## config.mk

```make
export PLATFORM = sky130hd
export DESIGN_NAME = sdp_relu_in_arb
export DESIGN_NICKNAME = d
export VERILOG_FILES = /design/src/rtl/sdp_relu_in_arb.sv
export SDC_FILE = /design/constraint.sdc
export NUM_CORES = 1
export LEC_CHECK = 0
export BUFFER_PORTS_ARGS = -buffer_cell sky130_fd_sc_hd__buf_2
export CORE_AREA = 2 2 600 602
export CTS_BUF_LIST = sky130_fd_sc_hd__clkbuf_4
export DETAILED_ROUTE_END_ITERATION = 10
export DIE_AREA = 0 0 602 604
export GPL_TIMING_DRIVEN = 0
export HOLD_SLACK_MARGIN = 0.08
export PLACE_DENSITY = 0.3
export SYNTH_ARGS = -nofsm -noshare
export SYNTH_HDL_FRONTEND = slang
export SYNTH_SLANG_ARGS = --single-unit
```

## constraint.sdc

```tcl
create_clock -name nvdla_core_clk -period 3.8 [get_ports nvdla_core_clk]
set_input_delay 0.38 -clock nvdla_core_clk [delete_from_list [all_inputs] [get_ports nvdla_core_clk]]
set_output_delay 0.38 -clock nvdla_core_clk [all_outputs]
set_load 0.005 [all_outputs]
```

## src/rtl/sdp_relu_in_arb.sv

```systemverilog
// sdp_relu_in_arb: burst-atomic two-requester round-robin arbiter feeding chn_relu_in.
// Optional beat counters are compiled in when SDP_RELU_ARB_PERF_EN is defined.
module sdp_relu_in_arb #(
    parameter int DW = 512
) (
    input  logic          nvdla_core_clk,
    input  logic          nvdla_core_rstn,
    input  logic [1:0]    reg2dp_relu_src_mask,
    input  logic          req0_valid,
    input  logic          req0_last,
    input  logic [DW-1:0] req0_pd,
    output logic          req0_ready,
    input  logic          req1_valid,
    input  logic          req1_last,
    input  logic [DW-1:0] req1_pd,
    output logic          req1_ready,
    output logic [DW-1:0] chn_relu_in_rsc_z,
    output logic          chn_relu_in_rsc_vz,
    input  logic          chn_relu_in_rsc_lz,
    output logic          chn_relu_in_src,
    output logic          chn_relu_in_last,
`ifdef SDP_RELU_ARB_PERF_EN
    input  logic          perf_clr,
    output logic [31:0]   perf_beats0,
    output logic [31:0]   perf_beats1,
`endif
    output logic          arb_busy
);

    typedef enum logic [1:0] {
        IDLE  = 2'd0,
        LOCK0 = 2'd1,
        LOCK1 = 2'd2
    } state_t;

    state_t state;
    state_t state_nxt;
    logic   rr_ptr;
    logic   rr_nxt;
    logic   can_load;
    logic   elig0;
    logic   elig1;
    logic   grant;
    logic   grant_last;
    logic   acc0;
    logic   acc1;
    logic   acc;

    assign can_load = !chn_relu_in_rsc_vz || chn_relu_in_rsc_lz;
    assign elig0    = req0_valid && reg2dp_relu_src_mask[0];
    assign elig1    = req1_valid && reg2dp_relu_src_mask[1];
    assign acc0     = req0_valid && req0_ready;
    assign acc1     = req1_valid && req1_ready;
    assign acc      = acc0 || acc1;
    assign arb_busy = (state != IDLE);

    // Grant selection, ready generation and burst-lock transitions.
    always_comb begin
        state_nxt  = state;
        rr_nxt     = rr_ptr;
        grant      = 1'b0;
        grant_last = 1'b0;
        req0_ready = 1'b0;
        req1_ready = 1'b0;
        unique case (state)
            IDLE: begin
                if (can_load && (elig0 || elig1)) begin
                    grant      = (elig0 && elig1) ? rr_ptr : elig1;
                    grant_last = grant ? req1_last : req0_last;
                    req0_ready = !grant;
                    req1_ready = grant;
                    // The granted side is eligible, so its beat is taken now.
                    if (grant_last) begin
                        rr_nxt = ~grant;
                    end else begin
                        state_nxt = grant ? LOCK1 : LOCK0;
                    end
                end
            end
            LOCK0: begin
                grant      = 1'b0;
                req0_ready = can_load;
                // Mask is ignored here so a started burst always completes.
                if (req0_valid && can_load && req0_last) begin
                    state_nxt = IDLE;
                    rr_nxt    = 1'b1;
                end
            end
            LOCK1: begin
                grant      = 1'b1;
                req1_ready = can_load;
                if (req1_valid && can_load && req1_last) begin
                    state_nxt = IDLE;
                    rr_nxt    = 1'b0;
                end
            end
            default: begin
                state_nxt = IDLE;
            end
        endcase
    end

    // Arbitration state and round-robin pointer.
    always_ff @(posedge nvdla_core_clk or negedge nvdla_core_rstn) begin
        if (!nvdla_core_rstn) begin
            state  <= IDLE;
            rr_ptr <= 1'b0;
        end else begin
            state  <= state_nxt;
            rr_ptr <= rr_nxt;
        end
    end

    // Single output register; reloads on every accepted beat, holds on stall.
    always_ff @(posedge nvdla_core_clk or negedge nvdla_core_rstn) begin
        if (!nvdla_core_rstn) begin
            chn_relu_in_rsc_vz <= 1'b0;
            chn_relu_in_rsc_z  <= '0;
            chn_relu_in_src    <= 1'b0;
            chn_relu_in_last   <= 1'b0;
        end else if (can_load) begin
            chn_relu_in_rsc_vz <= acc;
            if (acc) begin
                chn_relu_in_rsc_z <= acc1 ? req1_pd : req0_pd;
                chn_relu_in_src   <= acc1;
                chn_relu_in_last  <= acc1 ? req1_last : req0_last;
            end
        end
    end

`ifdef SDP_RELU_ARB_PERF_EN
    // Saturating per-requester beat counters; clear wins over increment.
    always_ff @(posedge nvdla_core_clk or negedge nvdla_core_rstn) begin
        if (!nvdla_core_rstn) begin
            perf_beats0 <= '0;
            perf_beats1 <= '0;
        end else if (perf_clr) begin
            perf_beats0 <= '0;
            perf_beats1 <= '0;
        end else begin
            if (acc0 && (perf_beats0 != 32'hFFFF_FFFF)) begin
                perf_beats0 <= perf_beats0 + 32'd1;
            end
            if (acc1 && (perf_beats1 != 32'hFFFF_FFFF)) begin
                perf_beats1 <= perf_beats1 + 32'd1;
            end
        end
    end
`endif

    // A waiting upstream beat must keep valid, payload and last steady.
    property p_hold0;
        @(posedge nvdla_core_clk) disable iff (!nvdla_core_rstn)
        (req0_valid && !req0_ready) |=>
            (req0_valid && $stable(req0_pd) && $stable(req0_last));
    endproperty
    a_hold0: assert property (p_hold0);

    property p_hold1;
        @(posedge nvdla_core_clk) disable iff (!nvdla_core_rstn)
        (req1_valid && !req1_ready) |=>
            (req1_valid && $stable(req1_pd) && $stable(req1_last));
    endproperty
    a_hold1: assert property (p_hold1);

    property p_one_ready;
        @(posedge nvdla_core_clk) disable iff (!nvdla_core_rstn)
        !(req0_ready && req1_ready);
    endproperty
    a_one_ready: assert property (p_one_ready);

    property p_stall_no_ready;
        @(posedge nvdla_core_clk) disable iff (!nvdla_core_rstn)
        (chn_relu_in_rsc_vz && !chn_relu_in_rsc_lz) |-> !(req0_ready || req1_ready);
    endproperty
    a_stall_no_ready: assert property (p_stall_no_ready);

endmodule

```

==> results.toml, run 1 <==
[synthesis]
synth_top_area_cell = "dfrtp_1"
synth_cells = 2271
synth_nets = 3307
synth_top_area_share_pct = 54.6
syn_area_per_cell_um2 = 10.5
synth.most_common_cell = "nand2_1"
yosysSeqAreaShare_pct = 54.6
ys_async_sr_fraction_pct = 100
synth-edff-count = 0
ys_ff_latch = 518
yosys-top-cells-count = "nand2_1 (519), dfrtp_1 (518), mux2i_1 (513)"
synth.cell_area_um2 = 23800
ys.flop_type = "dfrtp_1"
yosysWarnings = 0
yosys-top-cells-area = "dfrtp_1 (55%), mux2i_1 (22%), nand2_1 (8.2%)"
ys_types = 28

[placed_design]
hpwl_um = 254000
gp_congestion = 0.983
numPortBuffers = 1550

[run_status]
failed_stage = "4_1_cts"
status = "did not finish"
error_message = "[ERROR RSZ-0060] Max buffer count reached."

[clock_tree]
ctsResizeCount = 1
cts_hold_buffers = 1786
cts.path.max_buffers = 4
root_buffer = "clkbuf_4"
cts.sinks = 518
post-cts-setup-buffers = 4
cts_max_level = 4
cts_buffers = 189

[die]
ioPinCount = 1551
die_w_um = 602
dieHeight_um = 604
initial_core_util_pct = 6.64
rows = 220
## metrics by stage
step | cell area, um^2 | setup WS (ns) | setup TNS, ns | hold WS [ns] | instances
after floorplan | 23800 | 1.89 | 0 | 0.0844 | 2271
after global placement | 37500 | -11.98 | -6169.35 | 0.477 | 8594
after detailed placement | 37700 | -0.930 | -118.07 | 0.360 | 8600
## cells by family after synthesis
kind of cell               share of synthesized area [%]
adders and majority gates                          0.158
and+or+nand+nor                                     8.47
buffers and inverters                               3.72
AOI/OAI and AO/OA                                   11.4
muxes                                               21.7
DFF                                                 54.6
==> run 2: changes to the inputs <==
==> config.mk (replaced) <==
export PLATFORM = sky130hd
export DESIGN_NAME = sdp_relu_in_arb
export DESIGN_NICKNAME = d
export VERILOG_FILES = /design/src/rtl/sdp_relu_in_arb.sv
export SDC_FILE = /design/constraint.sdc
export NUM_CORES = 1
export LEC_CHECK = 0
export BUFFER_PORTS_ARGS = -buffer_cell sky130_fd_sc_hd__buf_2
export CORE_AREA = 2 2 609 611
export DETAILED_ROUTE_END_ITERATION = 10
export DIE_AREA = 0 0 611 613
export GPL_TIMING_DRIVEN = 0
export PLACE_DENSITY_LB_ADDON = 0.15
export SYNTH_ARGS = -nofsm -noshare
export SYNTH_HDL_FRONTEND = slang
export SYNTH_SLANG_ARGS = --single-unit
==> run 2 against run 1 <==
Effect of this change:
- synthesized cell count unchanged
- the flow now finishes without violations
- synthesized area unchanged
==> results.toml, run 2 <==
[run_status]
status = "finished, final reports clean"

[critical_path]
crit_arrival_ns = 4.18
r2r_cells = 9
path_buf_inv = 5
critPathMaxStageDelay_ns = 0.64
timing.rr.start = "state[1]"
path_delay_family = "buffers and inverters"
required_ns = 4.47
endpoint = "chn_relu_in_rsc_z[392]"
startpoint = "state[1]"
cp_max_fo = 10
rrSetupSlack_ns = 0.28
criticalPathCategory = "flip-flop to flip-flop"
cp_slowest_cell = "clkdlybuf4s15_1"
reg2reg_to = "chn_relu_in_rsc_z[392]"
startpoint_type = "flip-flop"
cp.depth = 9
path_cells = "inv_1, ha_2, a41oi_2, nor2_4, buf_12, clkdlybuf4s15_1, clkbuf_1, o21ai_1, dlygate4sd3_1"
end_kind = "flip-flop"

[route]
drcViolationCount = 0
drt_iter0_markers = 1603
antenna_left = 0
wl_per_cell_um = 28.4
routed_wl_um = 280000
vias = 30279
dr.pass1.iters = 5
via_per_inst = 3.07

[timing]
hold_viol_final = 0
finClkSkew_ns = 0.0717
max_freq_mhz = 284
setup_slack_ns = 0.283
period_share_pct = 92.6
rsz0062_at_grt = "no"
slew_headroom_pct = 30.4
min_period_ns = 3.52
slew_violations = 0
worstMarginPinSlew_ns = 1.04
setup_viol = 0

[clock_tree]
clkTransAtPathRegs_ns = 0.06
cts_buffers = 87
cts_max_level = 3
clock_latency_ns = 0.82
cts.sinks = 518
cts_tree = "done"
cts.path.max_buffers = 4
root_buffer = "clkbuf_16"

[global_routing]
grt_pass1_vias = 32172
antenna_found_initial = 214
grt_overflow = 0
grt_usage_pct = 14.3
grt_max_degree = 92
grt_pass1_wl_um = 349000

[pwr]
cellPowerDensity_nw_per_um2 = 732
ir_worst_vdd_v = 0.000334
leakagePower_nw = 24.4

[final_layout]
multi_input_area_um2 = 9910
layout_commonest_cell = "buf_2"
final_cell_area_um2 = 50800
area.growth.synth_to_final_pct = 114
drive_above_1_share_pct = 36.4
regMostFlops = "chn_relu_in_rsc_z"
largest_register_ffs = 512
layoutNonFillerInstCount = 9870
fin_nets = 5958
layout_common_cells = "buf_2 (1631), dlygate4sd3_1 (1002), nand2_1 (519)"
fillers = 42309
seqCellArea_um2 = 13000
reg_top3 = "chn_relu_in_rsc_z x512, state x2"

[placed_design]
pre_cts_slack_ns = -0.565
numPortBuffers = 1550
gp_congestion = 0.912
placed_cells = 8665
hpwl_um = 242000
place_area_um2 = 37800

[synthesis]
ys.flop_type = "dfrtp_1"
yosys-top-cells-count = "nand2_1 (519), dfrtp_1 (518), mux2i_1 (513)"
syn_area_per_cell_um2 = 10.5
ys_ff_latch = 518
ys_async_sr_fraction_pct = 100
yosysWarnings = 0
yosys-top-cells-area = "dfrtp_1 (55%), mux2i_1 (22%), nand2_1 (8.2%)"
synth-edff-count = 0
synth_nets = 3307
synth_cells = 2271
synth.most_common_cell = "nand2_1"
synth.cell_area_um2 = 23800
synth_top_area_share_pct = 54.6
ys_types = 28
synth_top_area_cell = "dfrtp_1"
yosysSeqAreaShare_pct = 54.6

[die]
dieHeight_um = 613
rows = 223
die_w_um = 611
ioPinCount = 1551
core_region_area_um2 = 368000
dieArea_um2 = 375000
initial_core_util_pct = 6.46

[run]
maxCapViolations = 0

[min_path]
hold_path_class = "input pin to flip-flop"
run 2: layer usage:
layer | global-route usage [%] | wire, um | vias up
met5 | 0 | 680 | -
met4 | 3.22 | 7710 | 108
met3 | 4.14 | 18800 | 477
met2 | 25.1 | 137000 | 1347
met1 | 17.2 | 115000 | 15130
li1 | - | - | 13217
run 2: layout make-up:
class                           count  area share, %
Clock buffer                      118           4.77
Tap cell                         4837           11.9
Clock inverter                     23          0.687
Inverter                            4         0.0296
Antenna cell                       59          0.291
Sequential cell                   518           25.5
Buffer                            170           1.77
Timing Repair Buffer             2562           35.5
Multi-Input combinational cell   1579           19.5
run 2: repair_timing:
item | CTS | global route
endpoints found under the setup margin | 121 | 113
hold endpoints to repair | 705 | 3
setup buffers | 2 | 0
gates resized for setup | 5 | 13
pin swaps | 1 | 0
hold buffers | 1000 | 3
run 2: kinds of logic after synthesis:
group                      count (synthesis)  share of synthesized area [%]
AOI/OAI and AO/OA                        531                           11.4
and+or+nand+nor                          530                           8.47
DFF                                      518                           54.6
muxes                                    515                           21.7
buffers and inverters                    174                           3.72
adders and majority gates                  3                          0.158
run 2: how the worst min path moves through the flow:
stage                     from                     end  slack (ns)  cells past startpoint
2_1_floorplan  nvdla_core_rstn        chn_relu_in_last        0.08                      0
3_5_place_dp   nvdla_core_rstn   chn_relu_in_rsc_z[74]        0.28                      1
5_1_grt            req1_pd[59]   chn_relu_in_rsc_z[59]       0.005                      3
6_report          req1_pd[124]  chn_relu_in_rsc_z[124]       0.004                      3
4_1_cts           req1_pd[125]  chn_relu_in_rsc_z[125]       0.002                      3
3_3_place_gp   chn_relu_in_src         chn_relu_in_src        0.47                      1
run 2: worst reg2reg max path, stage by stage, from the launching register on:
cell             delay (ns)
dfrtp_1                0.40
inv_1                  0.12
ha_2                   0.28
a41oi_2                0.21
nor2_4                 0.20
buf_12                 0.18
clkdlybuf4s15_1        0.70
clkbuf_1               0.57
o21ai_1                0.14
dlygate4sd3_1          0.57
run 2: stage by stage:
step	util [%]	hold WS, ns	TNS [ns]	total power [mW]
6_report	13.8	0.00416	0	37.2
5_1_grt	13.8	0.00517	0	39.6
4_1_cts	13.8	0.00223	0	38.0
3_5_place_dp	10.3	0.277	-29.43	25.1
3_3_place_gp	10.2	0.465	-6334.01	25.1
2_1_floorplan	-	0.0844	0	15.9
run 2: where the power goes:
part           leakage, nW  switching [mW]  internal (mW)  total, mW
Combinational         16.8            9.81           8.93       18.7
Clock                 1.34            3.40           4.90       8.31
Sequential            6.23            1.73           8.41       10.1
(Power assumes the default switching activity.)
==> run 3: changes to the inputs <==
--- a/config.mk
+++ b/config.mk
@@ -7,6 +7,7 @@
 export LEC_CHECK = 0
 export BUFFER_PORTS_ARGS = -buffer_cell sky130_fd_sc_hd__buf_2
 export CORE_AREA = 2 2 609 611
+export CTS_CLUSTER_DIAMETER = 50
 export DETAILED_ROUTE_END_ITERATION = 10
 export DIE_AREA = 0 0 611 613
 export GPL_TIMING_DRIVEN = 0
==> constraint.sdc (replaced) <==
create_clock -name nvdla_core_clk -period 3.19 [get_ports nvdla_core_clk]
set_input_delay 0.319 -clock nvdla_core_clk [delete_from_list [all_inputs] [get_ports nvdla_core_clk]]
set_output_delay 0.319 -clock nvdla_core_clk [all_outputs]
set_load 0.005 [all_outputs]
==> run 3 against run 2 <==
Effect of this change:
- flip-flop and latch count unchanged
- clock power increased by 85%
- total power grew 24%
- first-iteration DRC count decreased by 8.7%
- worst setup slack worse by 0.061 ns
- register-to-register slack worse by 0.06 ns
- die area is the same
- wire length decreased by 0.23%
==> results.toml, run 3 (synthesis gave the netlist of run 2 again) <==
[run]
maxCapViolations = 0

[route]
vias = 30422
routed_wl_um = 279000
wl_per_cell_um = 28.0
antenna_left = 0
drt_iter0_markers = 1463
dr.pass1.iters = 7
via_per_inst = 3.05
drcViolationCount = 0

[final_layout]
seqCellArea_um2 = 13000
layout_commonest_cell = "buf_2"
largest_register_ffs = 512
layout_common_cells = "buf_2 (1626), dlygate4sd3_1 (1024), dfrtp_1 (518)"
fillers = 42104
layoutNonFillerInstCount = 9988
drive_above_1_share_pct = 37.7
regMostFlops = "chn_relu_in_rsc_z"
fin_nets = 6030
area.growth.synth_to_final_pct = 124
final_cell_area_um2 = 53200
multi_input_area_um2 = 9940
reg_top3 = "chn_relu_in_rsc_z x512, state x2"

[global_routing]
grt_pass1_vias = 32808
grt_overflow = 0
grt_max_degree = 92
grt_pass1_wl_um = 349000
grt_usage_pct = 14.3
antenna_found_initial = 164

[min_path]
hold_path_class = "input pin to flip-flop"

[critical_path]
end_kind = "flip-flop"
startpoint_type = "flip-flop"
path_common_cell = "buf_2"
crit_arrival_ns = 3.61
r2r_cells = 8
required_ns = 3.83
cp_slowest_cell = "buf_2"
cp_max_fo = 10
timing.rr.start = "state[1]"
path_buf_inv = 3
endpoint = "chn_relu_in_rsc_z[42]"
criticalPathCategory = "flip-flop to flip-flop"
path_cells = "inv_1, ha_1, nand2b_1, o2111ai_2, buf_2, buf_2, mux2i_1, o21ai_0"
rrSetupSlack_ns = 0.22
critPathMaxStageDelay_ns = 0.60
path_delay_family = "buffers and inverters"
startpoint = "state[1]"
cp.depth = 8
reg2reg_to = "chn_relu_in_rsc_z[42]"

[clock_tree]
cts_tree = "done"
cts.path.max_buffers = 4
cts_max_level = 4
cts_buffers = 139
clkTransAtPathRegs_ns = 0.04
cts.sinks = 518
root_buffer = "clkbuf_16"
clock_latency_ns = 0.79

[timing]
setup_viol = 0
finClkSkew_ns = 0.0271
slew_violations = 0
rsz0062_at_grt = "yes"
slew_headroom_pct = 26.7
period_share_pct = 93.1
whs_ns = 0.0141
max_freq_mhz = 337
min_period_ns = 2.97
worstMarginPinSlew_ns = 1.10
hold_viol_final = 0

[placed_design]
place_area_um2 = 37800
hpwl_um = 242000
placed_cells = 8665
gp_congestion = 0.912
numPortBuffers = 1550

[run_status]
status = "finished, final reports clean"

[die]
rows = 223
die_w_um = 611
dieHeight_um = 613
ioPinCount = 1551
initial_core_util_pct = 6.46
dieArea_um2 = 375000
core_region_area_um2 = 368000

[pwr]
ir_worst_vdd_v = 0.000385
total_power_mw = 46.1
leakagePower_nw = 25.4
cellPowerDensity_nw_per_um2 = 867
## run 3: cell count changes in the layout (fill, tap and decap cells not counted), sizes merged
cell           delta
dlygate4sd3      +22
buf               -3
clkinv           +18
diode             -5
inv               +8
clkdlybuf4s15     +1
bufinv           +16
clkbuf           +61
## run 3: worst min path at each step
| stage | start | end | cells after the start |
|---|---|---|---|
| finish | req1_pd[308] | chn_relu_in_rsc_z[308] | 3 |
| global route | req1_pd[308] | chn_relu_in_rsc_z[308] | 3 |
| CTS | req1_pd[144] | chn_relu_in_rsc_z[144] | 3 |
| detailed placement | nvdla_core_rstn | chn_relu_in_rsc_z[74] | 1 |
| global placement | chn_relu_in_src | chn_relu_in_src | 1 |
| floorplan | nvdla_core_rstn | chn_relu_in_last | 0 |
## run 3: metrics by stage
| step | utilization, % | setup slack, ns | TNS, ns |
|---|---|---|---|
| after CTS | 14.4 | -0.116 | -0.490 |
| after detailed placement | 10.3 | -1.17 | -256.20 |
| after floorplan | - | 1.28 | 0 |
| after global routing | 14.4 | -0.0590 | -0.118 |
| final | 14.5 | 0.221 | 0 |
| after global placement | 10.2 | -12.87 | -6927.79 |
## run 3: area by class of cell
type	instances	share of cell area (%)
Antenna cell	54	0.254
Buffer	168	1.78
Clock buffer	179	7.20
Clock inverter	65	2.00
Inverter	4	0.0282
Multi-Input combinational cell	1579	18.7
Sequential cell	518	24.4
Tap cell	4837	11.4
Timing Repair Buffer	2584	34.3
## run 3: routing by layer
metal / up-vias / routed length (um) / global-route usage [%]
li1: 13437 / - / -
met1: 15132 / 116000 / 17.3
met2: 1323 / 137000 / 24.8
met3: 450 / 18000 / 3.83
met4: 80 / 7740 / 3.56
met5: - / 518 / 0
## run 3: power by group
part	leakage [nW]	switching [mW]	total (mW)	internal [mW]
logic	16.8	11.1	18.6	7.48
clock network	2.39	5.08	15.4	10.3
registers	6.23	2.05	12.1	10.0
total	25.4	18.3	46.1	27.8
## run 3: repair_timing
item                        CTS  global route
resized for setup            25            20
setup buffers                 2             0
setup endpoints to repair   506            70
pin swaps                     1             0
hold endpoints to repair    705             1
hold buffers               1024             1
## run 3: worst reg2reg max path, cell delays in order, from the launching register on
cell and delay, ns:
dfrtp_1 0.36, inv_1 0.11, ha_1 0.26, nand2b_1 0.19, o2111ai_2 0.26, buf_2 0.59
buf_2 0.67, mux2i_1 0.30, o21ai_0 0.09
==> run 4: changes to the inputs <==
--- a/config.mk
+++ b/config.mk
@@ -6,12 +6,13 @@
 export NUM_CORES = 1
 export LEC_CHECK = 0
 export BUFFER_PORTS_ARGS = -buffer_cell sky130_fd_sc_hd__buf_2
-export CORE_AREA = 2 2 609 611
+export CORE_AREA = 2 2 603 605
 export CTS_CLUSTER_DIAMETER = 50
 export DETAILED_ROUTE_END_ITERATION = 10
-export DIE_AREA = 0 0 611 613
+export DIE_AREA = 0 0 605 607
 export GPL_TIMING_DRIVEN = 0
 export PLACE_DENSITY_LB_ADDON = 0.15
 export SYNTH_ARGS = -nofsm -noshare
 export SYNTH_HDL_FRONTEND = slang
 export SYNTH_SLANG_ARGS = --single-unit
+export TNS_END_PERCENT = 10
==> run 4 against run 3 <==
Effect of this change:
- sequential share of layout area about the same
- total power increased by 0.67%
- maximum frequency decreased by 0.73%
- final cell count decreased by 0.27%
- combinational power about the same
- flip-flop and latch count unchanged
- clock skew increased by 0.012 ns
- die area decreased by 2.0%
- critical path type unchanged
- largest cell class unchanged
==> results.toml, run 4 (synthesis gave the netlist of run 2 again) <==
[clock_tree]
root_buffer = "clkbuf_16"
cts.path.max_buffers = 4
cts.sinks = 518
cts_max_level = 4
clkTransAtPathRegs_ns = 0.05
cts_buffers = 142
clock_latency_ns = 0.80
cts_tree = "done"

[timing]
setup_viol = 0
fin_setup_tns_ns = 0
period_share_pct = 93.7
max_freq_mhz = 334
worstMarginPinSlew_ns = 1.09
slew_violations = 0
hold_viol_final = 0
finClkSkew_ns = 0.0394
min_period_ns = 2.99
slew_headroom_pct = 27.4

[global_routing]
grt_usage_pct = 14.7
grt_overflow = 0
grt_pass1_wl_um = 349000
grt_max_degree = 96
antenna_found_initial = 212
grt_pass1_vias = 32536

[critical_path]
startpoint = "state[1]"
r2r_cells = 10
timing.rr.start = "state[1]"
reg2reg_to = "chn_relu_in_rsc_z[491]"
cp_max_fo = 10
rrSetupSlack_ns = 0.20
criticalPathCategory = "flip-flop to flip-flop"
crit_arrival_ns = 3.67
endpoint = "chn_relu_in_rsc_z[491]"
startpoint_type = "flip-flop"
end_kind = "flip-flop"
required_ns = 3.87

[final_layout]
fin_nets = 6026
layout_common_cells = "buf_2 (1625), dlygate4sd3_1 (1013), dfrtp_1 (518)"
regMostFlops = "chn_relu_in_rsc_z"
layoutNonFillerInstCount = 9961
reg_top3 = "chn_relu_in_rsc_z x512, state x2"
area.growth.synth_to_final_pct = 124
multi_input_area_um2 = 9930
layout_commonest_cell = "buf_2"
drive_above_1_share_pct = 37.9
fin_util_pct = 14.7
largest_register_ffs = 512
seqCellArea_um2 = 13000
final_cell_area_um2 = 53200
fillers = 41389

[route]
via_per_inst = 3.07
routed_wl_um = 281000
wl_per_cell_um = 28.2
dr.pass1.iters = 5
drcViolationCount = 0
vias = 30555
drt_iter0_markers = 1463
antenna_left = 0

[die]
die_w_um = 605
initial_core_util_pct = 6.58
core_region_area_um2 = 361000
ioPinCount = 1551
rows = 221
dieHeight_um = 607
dieArea_um2 = 367000

[placed_design]
place_area_um2 = 37700
numPortBuffers = 1550
gp_congestion = 0.906
hpwl_um = 242000
placed_cells = 8622

[pwr]
leakagePower_nw = 25.4
cellPowerDensity_nw_per_um2 = 873
ir_worst_vdd_v = 0.000360

[min_path]
hold_path.startpoint = "req1_pd[310]"
holdPathStages = 3
hold_path_class = "input pin to flip-flop"

[run_status]
status = "finished, final reports clean"

[run]
maxCapViolations = 0
==> run 4: cell count changes in the layout (fill, tap and decap cells not counted), moves of 3 or more <==
cell and delta:
dlygate4sd3_1 -11, inv_6 -5, clkbuf_2 -3, bufinv_16 -5
clkbuf_8 +4, clkbuf_16 +6, clkinvlp_4 +7, clkinv_4 +6
diode_2 +14
==> run 4: what timing repair did <==
item	4_1_cts	5_1_grt
hold buffers	1014	0
pin swaps	1	0
endpoints found under the hold margin	771	0
setup buffers	4	0
setup endpoints to repair	514	127
resized for setup	28	7
==> run 4: metrics by stage <==
stage	hold WS [ns]	setup slack (ns)	total power [mW]
floorplan	0.0234	1.28	18.9
global placement	0.471	-12.50	30.0
detailed placement	0.234	-1.50	30.1
CTS	0.00168	0.00472	47.8
global route	0.0111	-0.00367	49.3
finish	0.0181	0.200	46.4
==> run 4: per-layer routing <==
| metal | part of all wire, % | track usage (%) |
|---|---|---|
| met5 | 0.26 | 0 |
| met4 | 3.3 | 4.28 |
| met3 | 7.2 | 4.28 |
| met1 | 41 | 17.6 |
| met2 | 48 | 25.2 |
==> run 4: how the worst min path moves through the flow <==
stage / slack, ns / to
4_1_cts: 0.002 / chn_relu_in_rsc_z[229]
5_1_grt: 0.01 / chn_relu_in_rsc_z[128]
3_3_place_gp: 0.47 / chn_relu_in_src
6_report: 0.02 / chn_relu_in_rsc_z[310]
2_1_floorplan: 0.02 / chn_relu_in_last
3_5_place_dp: 0.23 / chn_relu_in_rsc_z[336]
==> run 4: worst max-delay path, cell delays in order, from the launching register on <==
cell and delay [ns]:
dfrtp_1 0.39, inv_1 0.12, ha_2 0.28, a41oi_2 0.20, nor2_4 0.14, buf_12 0.13
buf_12 0.13, buf_4 0.17, clkbuf_1 0.49, o21ai_0 0.21, dlygate4sd3_1 0.59
==> run 4: final cells by class <==
cell class / count / share of cell area, %
plain buffers: 170 / 1.77
diodes: 68 / 0.320
well taps: 4794 / 11.3
inverters: 4 / 0.0282
clock inverters: 68 / 1.81
flip-flops and latches: 518 / 24.4
multi-input cells: 1579 / 18.7
repair buffers: 2575 / 34.2
clock buffers: 185 / 7.56
==> run 4: where the power goes <==
part           switching, mW  internal (mW)
registers               1.97           10.0
logic                   11.3           7.56
clock network           5.19           10.3
total                   18.5           27.9
